[src/rtl/pipe_stage_skid.sv]
// Pipeline-stage register with valid/ready handshake, a one-entry skid buffer,
// and synchronous flush with a saturating count of discarded entries.
module pipe_stage_skid #(
    parameter int unsigned DATA_W = 103,
    parameter int unsigned CNT_W  = 16
) (
    input  logic              clock,
    input  logic              reset,
    input  logic              flush,
    input  logic              in_valid,
    output logic              in_ready,
    input  logic [DATA_W-1:0] in_data,
    output logic              out_valid,
    input  logic              out_ready,
    output logic [DATA_W-1:0] out_data,
    output logic [1:0]        occupancy,
    output logic [CNT_W-1:0]  drop_count
);

    typedef enum logic [1:0] {
        StEmpty = 2'd0,
        StOne   = 2'd1,
        StFull  = 2'd2
    } stateT;

    stateT             stateQ, stateD;
    logic [DATA_W-1:0] mainQ, mainD;
    logic [DATA_W-1:0] skidQ, skidD;
    logic [CNT_W-1:0]  dropQ, dropD;
    logic [1:0]        dropInc;
    logic [CNT_W:0]    dropSum;
    logic              inReadyQ, outValidQ;
    logic [1:0]        occupancyQ;
    logic              inXfer, outXfer;

    assign inXfer  = in_valid & inReadyQ;
    assign outXfer = outValidQ & out_ready;

    always_comb begin
        stateD  = stateQ;
        mainD   = mainQ;
        skidD   = skidQ;
        dropInc = 2'd0;
        if (flush) begin
            // A main entry delivered in the flush cycle is not a discard.
            stateD = StEmpty;
            unique case (stateQ)
                StOne:   dropInc = outXfer ? 2'd0 : 2'd1;
                StFull:  dropInc = outXfer ? 2'd1 : 2'd2;
                default: dropInc = 2'd0;
            endcase
        end else begin
            unique case (stateQ)
                StEmpty: begin
                    if (inXfer) begin
                        stateD = StOne;
                        mainD  = in_data;
                    end
                end
                StOne: begin
                    if (inXfer && outXfer) begin
                        mainD = in_data;
                    end else if (inXfer) begin
                        stateD = StFull;
                        skidD  = in_data;
                    end else if (outXfer) begin
                        stateD = StEmpty;
                    end
                end
                StFull: begin
                    if (outXfer) begin
                        stateD = StOne;
                        mainD  = skidQ;
                    end
                end
                default: stateD = StEmpty;
            endcase
        end
    end

    always_comb begin
        dropSum = {1'b0, dropQ} + {{(CNT_W - 1){1'b0}}, dropInc};
        dropD   = dropSum[CNT_W] ? {CNT_W{1'b1}} : dropSum[CNT_W-1:0];
    end

    always_ff @(posedge clock or negedge reset) begin
        if (!reset) begin
            stateQ     <= StEmpty;
            mainQ      <= '0;
            skidQ      <= '0;
            dropQ      <= '0;
            inReadyQ   <= 1'b1;
            outValidQ  <= 1'b0;
            occupancyQ <= 2'd0;
        end else begin
            stateQ     <= stateD;
            mainQ      <= mainD;
            skidQ      <= skidD;
            dropQ      <= dropD;
            inReadyQ   <= (stateD != StFull);
            outValidQ  <= (stateD != StEmpty);
            occupancyQ <= (stateD == StFull) ? 2'd2 : ((stateD == StOne) ? 2'd1 : 2'd0);
        end
    end

    assign in_ready   = inReadyQ;
    assign out_valid  = outValidQ;
    assign out_data   = mainQ;
    assign occupancy  = occupancyQ;
    assign drop_count = dropQ;

`ifndef SYNTHESIS
    // Handshake flags must always agree with the state encoding.
    assertReadyMatchesState : assert property (@(posedge clock) disable iff (!reset)
        inReadyQ == (stateQ != StFull));
    assertValidMatchesState : assert property (@(posedge clock) disable iff (!reset)
        outValidQ == (stateQ != StEmpty));
    assertStableUnderStall : assert property (@(posedge clock) disable iff (!reset)
        (outValidQ && !out_ready && !flush) |=> (outValidQ && $stable(mainQ)));
`endif

endmodule

[config.mk]
export PLATFORM = sky130hd
export DESIGN_NAME = pipe_stage_skid
export DESIGN_NICKNAME = d
export VERILOG_FILES = /design/src/rtl/pipe_stage_skid.sv
export SDC_FILE = /design/constraint.sdc
export NUM_CORES = 1
export LEC_CHECK = 0
export CAP_MARGIN = 20
export CORE_MARGIN = 10
export CORE_UTILIZATION = 35
export CTS_BUF_LIST = sky130_fd_sc_hd__clkbuf_2
export CTS_CLUSTER_SIZE = 8
export DETAILED_ROUTE_END_ITERATION = 12
export SKIP_CTS_REPAIR_TIMING = 1
export SLEW_MARGIN = 20
export SYNTH_ARGS = -nofsm -noshare
export SYNTH_HDL_FRONTEND = slang
export SYNTH_SLANG_ARGS = --single-unit
export TNS_END_PERCENT = 20
[constraint.sdc]
create_clock -name clock -period 3.88 [get_ports clock]
set_input_delay 0.776 -clock clock [delete_from_list [all_inputs] [get_ports clock]]
set_output_delay 0.776 -clock clock [all_outputs]
set_load 0.01 [all_outputs]
Yosys cells after proc, flatten, opt, wreduce, memory -nomap -nowiden:

Index checks and enable logic that the tools add are counted.

* bits in registers: 228
* input port bits: 108
* output and inout port bits: 123
* logic and storage cells: 44

* eq/ne operators: 8
* bitwise logic cells: 4
* add/subtract/negate cells: 1
* reductions and logical operators: 6
* mux-type cells: 18

Operator list (number)
* 2-to-1 mux 103 bit: 3
* case mux 103 bit (3 select lines): 1
* 2-to-1 mux 2 bit: 9
* adder 16 x 2 -> 17 bit: 1
* 2-to-1 mux 16 bit: 1
* != test 2 bit (second input constant): 4
* case mux 2 bit (3 select lines): 1
* AND reduction 5 bit: 1
* == test 2 x 1 -> 1 bit (second input constant): 2
* == test 2 bit (second input constant): 2
* case mux 2 bit (2 select lines): 1
* AND reduction 4 bit: 1
* nonzero test 3 bit: 1
* AND 1 bit: 2
* zero test 2 bit: 1
* 2-to-1 mux 1 bit: 2
* NOT 1 bit: 2
* nonzero test 2 bit: 1
* logical AND 1 bit: 1

Depth between registers and ports, before layout:

* depth in word-level cells: 9
* depth in mapped cells: 16
* mapped depth without buffers: 11

Worst setup path before layout:

No wires, ideal clock.

* path type: input -> register
* from: input flush
* to: register dropQ[3] (netlist: drop_count[3])
* stages on the path: 11
* arrival time: 3.031 ns
* setup time: 0.083 ns
* setup slack: 0.766 ns
* required time: 3.797 ns
* buffers on the path: 3
* cells stage by stage: clkbuf_1 -> nor2b_1 -> ha_1 -> inv_1 -> fa_1 -> and3b_1 -> clkbuf_1 -> nand3_1 -> or3_1 -> clkbuf_1 -> o21ai_0

* word-level cells in the longest chain between the ends: 3

Ends and longest elaborated chain
* from (decl): RTL line 9 `input logic flush,`
* 2-to-1 mux 2 bit: RTL line 44 `if (flush) begin`
* adder 16 x 2 -> 17 bit: RTL line 82 `dropSum = {1'b0, dropQ} + {{(CNT_W - 1){1'b0}}, dropInc};`
* 2-to-1 mux 16 bit: RTL line 83 `dropD = dropSum[CNT_W] ? {CNT_W{1'b1}} : dropSum[CNT_W-1:0];`
* via dropD[3]: RTL line 29 `logic [CNT_W-1:0] dropQ, dropD;`
* to (signal assigned): RTL line 99 `dropQ <= dropD;`
* to (decl): RTL line 29

The timed path passes the listed nets, and every way through them passes these cells.
A chain may end at the register's enable or synchronous reset.

Final worst setup path:

* from: input out_ready
* to: register dropQ[3] (netlist: drop_count[3])

* word-level cells in the longest chain between the ends: 6
* elaborated cells on any way between the ends: 7
* classes of those cells: 1 x add/sub; 5 x mux; 1 x bitwise

Ends and longest elaborated chain
* from (decl): RTL line 14 `input logic out_ready,`
* AND 1 bit (*): RTL line 37 `assign outXfer = outValidQ & out_ready;`
* 2-to-1 mux 2 bit or 2-to-1 mux 1 bit (tied branches): RTL line 49, 48
* case mux 2 bit (2 select lines) (*): RTL line 47 `unique case (stateQ)`
* 2-to-1 mux 2 bit (*): RTL line 44
* adder 16 x 2 -> 17 bit (*): RTL line 82
* 2-to-1 mux 16 bit (*): RTL line 83
* via dropD[3]: RTL line 29

The timed path passes the listed nets; every way through them passes the cells marked *.

==> results.rst <==
.. list-table::
   :header-rows: 1

   * - Metric
     - Value
   * - Remaining max-slew budget at the tightest pin
     - 46.6%
   * - Dominant register cell in the synthesized netlist
     - dfrtp_1
   * - Leakage
     - 6.36 nW
   * - Antenna Nets Post-Route
     - 0
   * - Biggest cell delay along the critical path
     - 0.57 ns
   * - Placement Rows
     - 63
   * - DPL Wire Length
     - 17.6 mm
   * - Register bit total from synthesis
     - 228
   * - Met3 layer wire length in the routed design
     - 2.26 mm
   * - Max Cap Viol
     - 0
   * - Post-synthesis instance area
     - approximately 0.010 mm²
   * - Portion of netlist area occupied by mux cells
     - 25.1%
   * - Final Cycle Share
     - 74.9%
   * - Synth-to-Final Area Change
     - 31.0%
   * - CTS Buffer Depth
     - 3
   * - CTS tree
     - built
   * - Shortest clock period the worst path allows after layout
     - 2.91 ns
   * - Post-synthesis compound-gate area fraction
     - 1.56%
   * - Total length of routed wires
     - 27.2 mm
   * - Cell chain of the critical path
     - clkdlybuf4s50_1, nand2_1, nor2_1, a21oi_1, nor2b_1, ha_1, inv_1, fa_1, and3b_1, nand3_1, or3_1, o21ai_0
   * - Summed negative setup slack over all endpoints
     - 0 ns
   * - Largest net degree at the start of global routing
     - 97
   * - Die footprint
     - 0.0370 mm²
   * - Count of distinct cell types in the synthesized netlist
     - 40
   * - Combinational family with the most area after synthesis
     - multiplexers
   * - DIE HEIGHT
     - between 150 and 200 µm
   * - Vias/cell
     - 4.62
   * - Initial drt markers
     - about 280
   * - Outcome
     - finished, final reports clean
   * - Maximum ir drop on the vdd rail
     - about 0.26 mV
   * - Die outline width
     - 192 µm
   * - CTS H-tree lvls
     - 2
   * - Effective utilization at floorplan
     - 35.3%
   * - Area share of fa/ha/maj cells after synthesis
     - 0.433%
   * - Antenna violations before repair
     - 5
   * - Max-slew violation total from the final report
     - 0
   * - Number of CTS-inserted buffers
     - 60
   * - Library cell used as clock root buffer
     - clkbuf_2
   * - Via count
     - 7,297
   * - Routed metal-1 wirelength
     - 11.9 mm
   * - Setup-violating endpoint count in the final report
     - 0
   * - Overall power of the completed layout
     - 7.85 mW
   * - Crit-path leading delay family
     - simple AND/OR/NAND/NOR gates
   * - Total area of multi-input combinational cells
     - roughly 0.0043 mm²
   * - Average wire length per cell after detail routing
     - roughly 17 µm
   * - Xor and xnor fraction of the mapped netlist area
     - less than 1%
   * - Yosys warns
     - 0
   * - Class of the most critical hold timing path
     - flop to flop
   * - Endpoint required time on the critical path
     - 4.59 ns
   * - Congestion Overflow GR
     - 0
   * - Nets in the synthesized netlist
     - ~990
   * - Max Fclk
     - 344 MHz
   * - Post-synth top area share
     - a little over half
   * - Fraction of final layout cells with drive strength greater than 1
     - 28.1%
   * - Pwr per Cell Area
     - 577 mW/mm²
   * - Main area contributors after synthesis
     - dfrtp_1, mux2_2, nand2_1, mux2_4, buf_12
   * - Worst clock skew
     - about 0.071 ns
   * - 1st-pass router iterations
     - 4
   * - Highest metal layer with signal wires
     - met5
   * - Proportion of register bits with asynchronous set or reset after synthesis
     - 100%
   * - Clock latency at the later pin of the worst-skew pair
     - 0.85 ns
   * - Worst Setup Slack, final
     - 0.972 ns
   * - Via count of the first global-routing pass
     - 7,795
   * - Endpoint kind of the worst setup timing path
     - flop
   * - Post-route non-filler standard cell count
     - 1,579
   * - Wire length of the first global-routing pass
     - around 43 mm
   * - Overall Global Routing Usage
     - 14.6%
   * - Pre-CTS WS
     - 0.176 ns
   * - Count of filler cells inserted in the layout
     - about 2,800
   * - Number of buffer and inverter stages on the critical path
     - 2
   * - Number of enable-type register cells in the synthesized netlist
     - 0
   * - Port buffer count
     - 230
   * - Number of instances in the placed design
     - around 1,500
   * - Number of DRC violations after detailed routing
     - 0
   * - Dominant cell type by area after synthesis
     - dfrtp_1
   * - CP Class
     - primary input to flop
   * - Critical Path Slowest Stage Cell
     - clkdlybuf4s50_1
   * - Transition time at the pin with the least slew margin
     - 0.801 ns
   * - RSZ-0062 raised after global routing
     - no
   * - Boundary Pins
     - 231
   * - Data arrival time at the worst-slack endpoint
     - roughly 3.6 ns
   * - Fraction of the mapped netlist area in simple logic gates
     - between 10% and 20%
   * - FF+latch area
     - 0.00571 mm²
   * - Sequential-to-total area share from yosys stat
     - 54.9%
   * - Total clock sinks
     - 228
   * - Gp weighted congestion
     - 0.754
   * - Post-synthesis cell count
     - 883
   * - Hold Violations, Final
     - 0
   * - Clock-pin slew of the registers on the worst-case setup and hold paths
     - 0.10 ns
   * - Synthesized area per cell
     - approximately 12 µm²
   * - Max FO, Critical Path
     - 10
   * - Floorplan Core Area
     - 0.0295 mm²
   * - Wire length on met2
     - 12.5 mm
   * - Startpoint type of the worst setup path
     - primary input
   * - Number of nets in the layout
     - 1,253
==> metal layers <==
layer,global-route usage [%],vias to the layer above
met3,5.29,46
li1,-,3485
met1,18.4,3551
met4,4.56,4
met5,0,-
met2,22.9,211
==> worst paths after layout <==
kind,from,end,slack [ns],depth (start not counted)
setup reg to reg,stateQ[1]$_DFF_PN0_,drop_count[3]$_DFF_PN0_,1.05,11
hold / removal,out_data[97]$_DFFE_PN0P_,out_data[97]$_DFFE_PN0P_,0.51,1
setup / recovery,out_ready,drop_count[3]$_DFF_PN0_,0.97,12
hold reg to reg,out_data[97]$_DFFE_PN0P_,out_data[97]$_DFFE_PN0P_,0.51,1
min in group asynchronous,reset,out_data[34]$_DFFE_PN0P_,0.53,2
max in group asynchronous,reset,skidQ[32]$_DFFE_PN0P_,2.41,3
==> power breakdown <==
group / internal, mW / total [mW] / switching (mW) / leakage [nW]
Sequential: 3.21 / 3.68 / 0.475 / 2.76
Combinational: 1.58 / 2.46 / 0.885 / 3.16
Clock: 0.726 / 1.71 / 0.984 / 0.441
Total: 5.51 / 7.85 / 2.34 / 6.36
==> worst reg2reg max path, stage by stage, from the launching register on <==
cell and delay, ns:
dfrtp_1 0.58, nand2b_4 0.08, nor2_1 0.11, a21oi_1 0.05, nor2b_1 0.17, ha_1 0.21, inv_1 0.06, fa_1 0.39
and3b_1 0.30, nand3_1 0.13, or3_1 0.55, o21ai_0 0.14
==> cells by family after synthesis <==
family                   after synthesis
multiplexers                         208
AND/OR/NAND/NOR                      362
buffers and inverters                 53
flip-flops                           228
XOR/XNOR                               7
adder cells (fa/ha/maj)                3
AO/OA/AOI/OAI                         22
==> state kept, by name, indices dropped and copies added, names as in the netlist <==
signal and flops:
stateQ 2, occupancy 2, skidQ 103, in_ready 1, out_data 103, drop_count 16
out_valid 1
==> cell type report <==
type,instances,area share [%]
Timing Repair Buffer,247,18.5
Inverter,3,0.0827
Antenna cell,2,0.0368
Clock inverter,8,0.423
Tap cell,390,3.58
Multi-Input combinational cell,602,31.9
Clock buffer,99,3.64
Sequential cell,228,41.9
==> placed cells by master (no fill, tap or decap), types with 2 or more instances in the layout <==
cell | Yosys | final
nand2_1 | 327 | 327
clkdlybuf4s50_1 | 0 | 229
dfrtp_1 | 227 | 227
mux2_2 | 138 | 138
clkbuf_2 | 0 | 99
mux2_4 | 70 | 70
buf_4 | 11 | 10
a21oi_1 | 8 | 8
nand3_1 | 7 | 7
nand4_1 | 6 | 6
buf_12 | 7 | 6
nor2_1 | 5 | 5
clkinv_1 | 0 | 5
a21o_1 | 4 | 4
xor2_1 | 4 | 4
inv_1 | 3 | 3
or3_1 | 3 | 3
xnor2_1 | 3 | 3
diode_2 | 0 | 2
a221oi_1 | 2 | 2
nand2b_1 | 3 | 2
o21ai_0 | 2 | 2
a31oi_1 | 2 | 2
ha_1 | 2 | 2
==> stage by stage <==
stage | cell area [µm²] | utilization (%) | hold WS, ns
2_1_floorplan | 10400 | - | 0.480
3_3_place_gp | 13000 | 44.3 | 0.488
3_5_place_dp | 13000 | 44.3 | 0.493
4_1_cts | 13600 | 46.1 | -0.107
5_1_grt | 13600 | 46.2 | 0.468
6_report | 13600 | 46.2 | 0.510
==> cells in the mapped netlist (3+ instances only) <==
cell type and instances:
a21o_1 4, a21oi_1 8, buf_1 7, buf_12 7
buf_2 8, buf_4 11, clkbuf_1 16, dfrtp_1 227
inv_1 3, mux2_2 138, mux2_4 70, nand2_1 327
nand2b_1 3, nand3_1 7, nand4_1 6, nor2_1 5
or3_1 3, xnor2_1 3, xor2_1 4
Power figures use the tool's default switching activity.
